[src/rtl/wb_regfile.sv]
// Writeback stage register file: selects the writeback value, commits it to
// the integer register file, serves two bypassed ID read ports plus an
// unbypassed debug port, and counts retired instructions.
module wb_regfile #(
  parameter int unsigned DATA_WIDTH = 32,
  parameter int unsigned ADDR_WIDTH = 5,
  parameter int unsigned CNT_WIDTH  = 64
) (
  input  logic                  clk,
  input  logic                  rst_n,
  input  logic [DATA_WIDTH-1:0] wb_data_wb,
  input  logic [DATA_WIDTH-1:0] mem_rdata_wb,
  input  logic                  memtoreg_wb,
  input  logic                  regwrite_wb,
  input  logic [ADDR_WIDTH-1:0] rd_wb,
  input  logic                  retire_wb,
  input  logic [ADDR_WIDTH-1:0] rs1_addr,
  input  logic [ADDR_WIDTH-1:0] rs2_addr,
  output logic [DATA_WIDTH-1:0] rs1_data,
  output logic [DATA_WIDTH-1:0] rs2_data,
  input  logic [ADDR_WIDTH-1:0] dbg_addr,
  output logic [DATA_WIDTH-1:0] dbg_data,
  output logic [DATA_WIDTH-1:0] wb_value,
  output logic [CNT_WIDTH-1:0]  retire_cnt
);

  localparam int unsigned Depth = 2 ** ADDR_WIDTH;

  logic [DATA_WIDTH-1:0] regs_q [Depth];
  logic [CNT_WIDTH-1:0]  retire_cnt_q;
  logic                  we;

  // Writeback value select and write qualification; bubbles and x0 never write.
  always_comb begin
    wb_value = memtoreg_wb ? mem_rdata_wb : wb_data_wb;
    we       = regwrite_wb & retire_wb & (rd_wb != '0);
  end

  // Register array; entry 0 is never written and stays at its reset value.
  always_ff @(posedge clk or negedge rst_n) begin
    if (!rst_n) begin
      for (int i = 0; i < Depth; i++) begin
        regs_q[i] <= '0;
      end
    end else if (we) begin
      regs_q[rd_wb] <= wb_value;
    end
  end

  // Retirement counter, wraps naturally at its width.
  always_ff @(posedge clk or negedge rst_n) begin
    if (!rst_n) begin
      retire_cnt_q <= '0;
    end else if (retire_wb) begin
      retire_cnt_q <= retire_cnt_q + CNT_WIDTH'(1);
    end
  end

  assign retire_cnt = retire_cnt_q;

  // ID read port 1 with write-first bypass from WB.
  always_comb begin
    rs1_data = '0;
    if (rs1_addr == '0) begin
      rs1_data = '0;
    end else if (we && (rs1_addr == rd_wb)) begin
      rs1_data = wb_value;
    end else begin
      rs1_data = regs_q[rs1_addr];
    end
  end

  // ID read port 2 with write-first bypass from WB.
  always_comb begin
    rs2_data = '0;
    if (rs2_addr == '0) begin
      rs2_data = '0;
    end else if (we && (rs2_addr == rd_wb)) begin
      rs2_data = wb_value;
    end else begin
      rs2_data = regs_q[rs2_addr];
    end
  end

  // Debug port shows committed state only.
  always_comb begin
    dbg_data = '0;
    if (dbg_addr != '0) begin
      dbg_data = regs_q[dbg_addr];
    end
  end

endmodule

[config.mk]
export PLATFORM = sky130hd
export DESIGN_NAME = wb_regfile
export DESIGN_NICKNAME = d
export VERILOG_FILES = /design/src/rtl/wb_regfile.sv
export SDC_FILE = /design/constraint.sdc
export NUM_CORES = 2
export LEC_CHECK = 0
export CORE_MARGIN = 2
export CORE_UTILIZATION = 50
export CTS_CLUSTER_DIAMETER = 50
export CTS_CLUSTER_SIZE = 8
export DETAILED_ROUTE_END_ITERATION = 12
export GPL_TIMING_DRIVEN = 0
export PLACE_DENSITY = 0.7
export SETUP_SLACK_MARGIN = 0.02
export SKIP_CTS_REPAIR_TIMING = 1
export SLEW_MARGIN = 10
export SYNTH_ARGS = -nofsm -noshare
export SYNTH_HDL_FRONTEND = slang
export SYNTH_SLANG_ARGS = --single-unit
[constraint.sdc]
create_clock -name clk -period 2.1 [get_ports clk]
set_input_delay 0.21 -clock clk [delete_from_list [all_inputs] [get_ports clk]]
set_output_delay 0.21 -clock clk [all_outputs]
set_load 0.05 [all_outputs]
Word-level counts from Yosys, hierarchy flattened
Cells that the tools add are included.
{ "word_totals": {"input_bits": 89, "regBits": 1088, "wordCells": 72, "mem_count": 0, "latchBits": 0, "out_inout_bits": 192, "rom_bits": 0, "mem_bits_rw": 0} }
{ "classes": {"magnitude_cmp": 5, "muxes": 18, "n_bitwise": 6, "n_addsub": 1, "reduce_logical": 7, "n_mul": 0, "shift": 0, "div_mod_pow": 0, "n_eq_ne": 2} }
{ "ops": {"columns": ["op", "count"], "rows": [
  ["1024-bit bitwise mux", 1],
  ["32-bit binary-select mux with 5-bit select", 3],
  ["32-bit two-way mux", 13],
  ["32-bit demux with 5-bit select", 1],
  ["64-bit by 1-bit adder with 64-bit output, second input constant", 1],
  ["6-bit greater-or-equal comparator, second input constant", 4],
  ["5-bit NOT with 6-bit output", 4],
  ["5-bit == test", 2],
  ["5-bit zero test", 2],
  ["5-bit nonzero test", 2],
  ["6-bit by 1-bit less-than comparator with 1-bit output, second input constant", 1],
  ["1-bit logical AND", 3],
  ["1-bit AND", 2]
]} }

Logic depth before layout (Yosys ltp)
{ "depth": {"depth_word": 6, "ltp_mapped": 11} }

Worst setup path after synthesis
Ideal clock, no wire load.
{ "synth_path": {"path_type": "input-to-output", "startpoint": "input port rd_wb[0]", "endpoint": "output port rs2_data[25]", "t_arrival_ns": 2.772, "setup_slack_ns": -0.882, "path_stages": 8, "n_path_buf": 3, "cell_sequence": "buf_2 or2_1 buf_4 o21bai_4 nor4_2 clkbuf_1 a211oi_1 a211oi_1"} }
{ "synth_between": {"elab_chain_len": 5} }
{ "synth_rtl": {"columns": ["item", "line_no", "rtl"], "rows": [
  ["from (decl)", "15", "input logic [ADDR_WIDTH-1:0] rd_wb,"],
  ["5-bit nonzero test", "36", "we = regwrite_wb & retire_wb & (rd_wb != '0);"],
  ["1-bit AND", "36", null],
  ["1-bit logical AND *", "78", "end else if (we && (rs2_addr == rd_wb)) begin"],
  ["32-bit two-way mux *", "78", null],
  ["32-bit two-way mux *", "76", "if (rs2_addr == '0) begin"],
  ["to (decl)", "20", "output logic [DATA_WIDTH-1:0] rs2_data,"]
]} }
Mark *: on every way between the ends. The rest lies on a longest branch, timed or not.

Worst setup path in the final report
{ "layout_path": {"startpoint": "input port rs1_addr[3]", "endpoint": "output port rs1_data[27]"} }
{ "layout_between": {"elab_chain_len": 6} }
{ "layout_rtl": {"columns": ["item", "line_no", "rtl"], "rows": [
  ["from (decl)", "17", "input logic [ADDR_WIDTH-1:0] rs1_addr,"],
  ["5-bit NOT with 6-bit output (not written as such)", "69", "rs1_data = regs_q[rs1_addr];"],
  ["32-bit binary-select mux with 5-bit select", "69", null],
  ["32-bit two-way mux (not written as such) (2 in a row)", "69", null],
  ["32-bit two-way mux", "66", "end else if (we && (rs1_addr == rd_wb)) begin"],
  ["32-bit two-way mux *", "64", "if (rs1_addr == '0) begin"],
  ["to (decl)", "19", "output logic [DATA_WIDTH-1:0] rs1_data,"]
]} }
Mark *: on every way between the ends. The rest lies on a longest branch, timed or not. The select of a mux whose other input is x is not followed.

==> metrics <==
die extent in x 363 um; Placement Cell Area 71800 um^2; Syn Inst Count 5610; number of H-tree levels 4; Total GRT Usage 49.4%; initial antenna violation count 16; Std-Cell Rows 131; Final Skew 0.0174 ns; Final Non-Filler Cells 7884; Root Buffer clkbuf_16; Initial Util 50.4%; Synth Area in XOR/XNOR 0.993%; Synth Area in Simple Gates 8.80%; CTS Sinks 1088; type of the most critical hold path input pin to async pin; post-synthesis compound-gate area fraction 11.6%; Worst R2R Start retire_cnt[2]$_DFFE_PN0P_; Worst R2R Setup Slack -0.05 ns; Leakage 33.0 nW; Final Hold Viols 288; Slew HR 23.8%; Core Util, Final 63.2%; worst hold slack -0.641 ns; Distinct cells, synth 52; Placeable Area 128000 um^2; WP data required 1.89 ns; max-cap violations 0; Routed WL 327000 um; vias 58.9k; crit path time final 3.36 ns; Residual DRC 0; DRT antenna net count 0; largest net degree at the start of global routing 148; Worst setup EP type primary output; worst-path maximum fanout 10; most frequent cells in the layout 1042 x dfrtp_1, 839 x nor2_1, 836 x mux4_2, 820 x a21oi_1, 264 x clkbuf_1; portion of netlist area occupied by mux cells 31.7%; Clock Path Buffers 3; # IOs 281; Max VDD drop 0.831 mV; total die area 132000 um^2; placed insts 7552; Slew Viols, Final 0; post-synthesis sequential area ratio 42.3%; Seq cells post-synth 1088; CTS tree yes; largest family of logic cells by synthesized area multiplexers; mapped cell area 64400 um^2; layout cells sized above 1 35.1%; adder-cell share of the synthesized area 0.0194%; final setup margin -1.26 ns; yosys warns 0; crit path kind input pin to primary output; critical path startpoint rs1_addr[3]; drt wl/cell 41.5 um; commonest non-fill, non-tap cell in the layout dfrtp_1; DP HPWL 240000 um; worst-skew pair later-pin latency 0.82 ns; Worst Setup Start Kind input pin; status finished, violations left; Slowest-stage cell, CP buf_2; Layout Nets 6236; total gr overflow 0; Area growth syn-to-layout 25.4%; count of input and output buffers 265; delay of the slowest cell on the worst path 0.49 ns; unrepaired setup endpoints after global routing yes; Slew @ Worst Pin 1.14 ns; Power, Total 79.7 mW; syn_nets 5700; mean post-synth cell area 11.5 um^2; crit share post-route 160%; gpl congestion 1.06; clock-pin slew on the worst setup and hold paths 0.05 ns; die height 363 um; initial DRC count 11.1k; arrival time worst endpoint 3.15 ns; global-route wire length before repair 444000 um; total CTS buffers 170; fin area 80700 um^2; Via-to-Cell Ratio 7.47; Filler cells 10.0k; pwr/cell area 987 nW/um^2; DRT Pass-1 Iters 8; Max Fclk 298 MHz; failing checks negative hold slack, negative setup slack; # setup viols final 251; crit-path cells dlymetal6s2s_1, buf_4, buf_4, buf_2, a211oi_1, a21oi_1, a21oi_2, o22ai_4, buf_2; vias in the first global route 55.2k
[final timing paths]
path | endpoint | cells past startpoint
setup / recovery | rs1_data[27] | 9
min in group clk | regs_q[897]$_DFFE_PN0P_ | 4
max in group asynchronous | regs_q[819]$_DFFE_PN0P_ | 5
hold / removal | retire_cnt[59]$_DFFE_PN0P_ | 1
hold reg to reg | retire_cnt[63]$_DFFE_PN0P_ | 1
setup reg to reg | retire_cnt[27]$_DFFE_PN0P_ | 7
[through the flow]
step                setup TNS, ns  setup WS (ns)
global placement                -         -53.63
global route              -137.67          -1.13
CTS                       -848.88          -3.55
finish                    -103.52          -1.26
floorplan                   -5.47         -0.120
detailed placement       -1857.14          -3.52
[logic make-up (layout without fill, tap and decap cells)]
logic type	after synthesis	in the layout
and+or+nand+nor	1370	1370
AOI/OAI and AO/OA	1366	1366
DFF	1088	1088
muxes	989	989
buffers and inverters	723	1328
xor gates and xnor gates	73	73
adders and majority gates	1	1
other	0	7
[registers in the layout (all words and copies together) (netlist names)]
| name | flops |
|---|---|
| regs_q | 1024 |
| retire_cnt | 64 |
[where the power goes]
part	switching [mW]	leakage, nW	internal [mW]
clock	10.4	2.47	16.1
sequential	4.17	14.0	24.7
combinational	13.8	16.5	10.6
total	28.4	33.0	51.3
[cells in the mapped netlist (all sizes together)]
| master | count | area [um^2] |
|---|---|---|
| o21bai | 1 | 18.8 |
| or2 | 3 | 18.8 |
| a32oi | 4 | 35.0 |
| a221o | 11 | 110 |
| inv | 105 | 394 |
| a22o | 3 | 26.3 |
| and4 | 12 | 105 |
| o41ai | 1 | 8.76 |
| xnor2 | 45 | 394 |
| nand3 | 28 | 140 |
| nand4 | 14 | 87.6 |
| a221oi | 21 | 203 |
| mux2 | 10 | 113 |
| and3 | 17 | 106 |
| a31oi | 4 | 25.0 |
| o211ai | 1 | 7.51 |
| buf | 164 | 916 |
| nor4 | 39 | 250 |
| mux4 | 836 | 18800 |
| a211o | 3 | 26.3 |
| or4 | 3 | 22.5 |
| nor2 | 875 | 3280 |
| clkbuf | 454 | 1700 |
| or3 | 6 | 37.5 |
| xor2 | 28 | 245 |
| nor2b | 44 | 275 |
| mux2i | 143 | 1430 |
| a211oi | 82 | 631 |
| nand2 | 285 | 1070 |
| o22ai | 43 | 269 |
| a22oi | 42 | 315 |
| o21ai | 247 | 1240 |
| a21oi | 901 | 4510 |
| o221ai | 1 | 8.76 |
| nand2b | 4 | 25.0 |
| nor3 | 19 | 100 |
| o22a | 1 | 8.76 |
| and2 | 20 | 125 |
| dfrtp | 1088 | 27200 |
| ha | 1 | 12.5 |
| nor4b | 1 | 15.0 |
[worst max-delay path: cells and delay by family]
family / cells / cell delay [ns]
buffers and inverters: 5 / 1.99
AO/OA/AOI/OAI: 4 / 0.89
[area by class of cell]
class	count	area [um^2]	area share [%]
sequential	1088	27300	33.8
buffer	616	4250	5.27
inverter	105	413	0.512
tap	1662	2080	2.58
antenna	7	17.5	0.0217
timing repair buffer	366	3930	4.87
clock inverter	33	405	0.502
clock buffer	208	4620	5.73
multi-input combinational	3799	37700	46.7
[metal layers]
| layer | up-vias | wire length (um) | track usage (%) | part of all wire [%] |
|---|---|---|---|---|
| met4 | 36 | 23100 | 28.7 | 7.1 |
| met2 | 5614 | 131000 | 64.4 | 40 |
| met3 | 1173 | 62200 | 30.4 | 19 |
| met1 | 30100 | 111000 | 62.0 | 34 |
| met5 | - | 677 | 0.925 | 0.21 |
| li1 | 22000 | - | - | - |
Note: power is estimated with default switching activity, not from simulation.
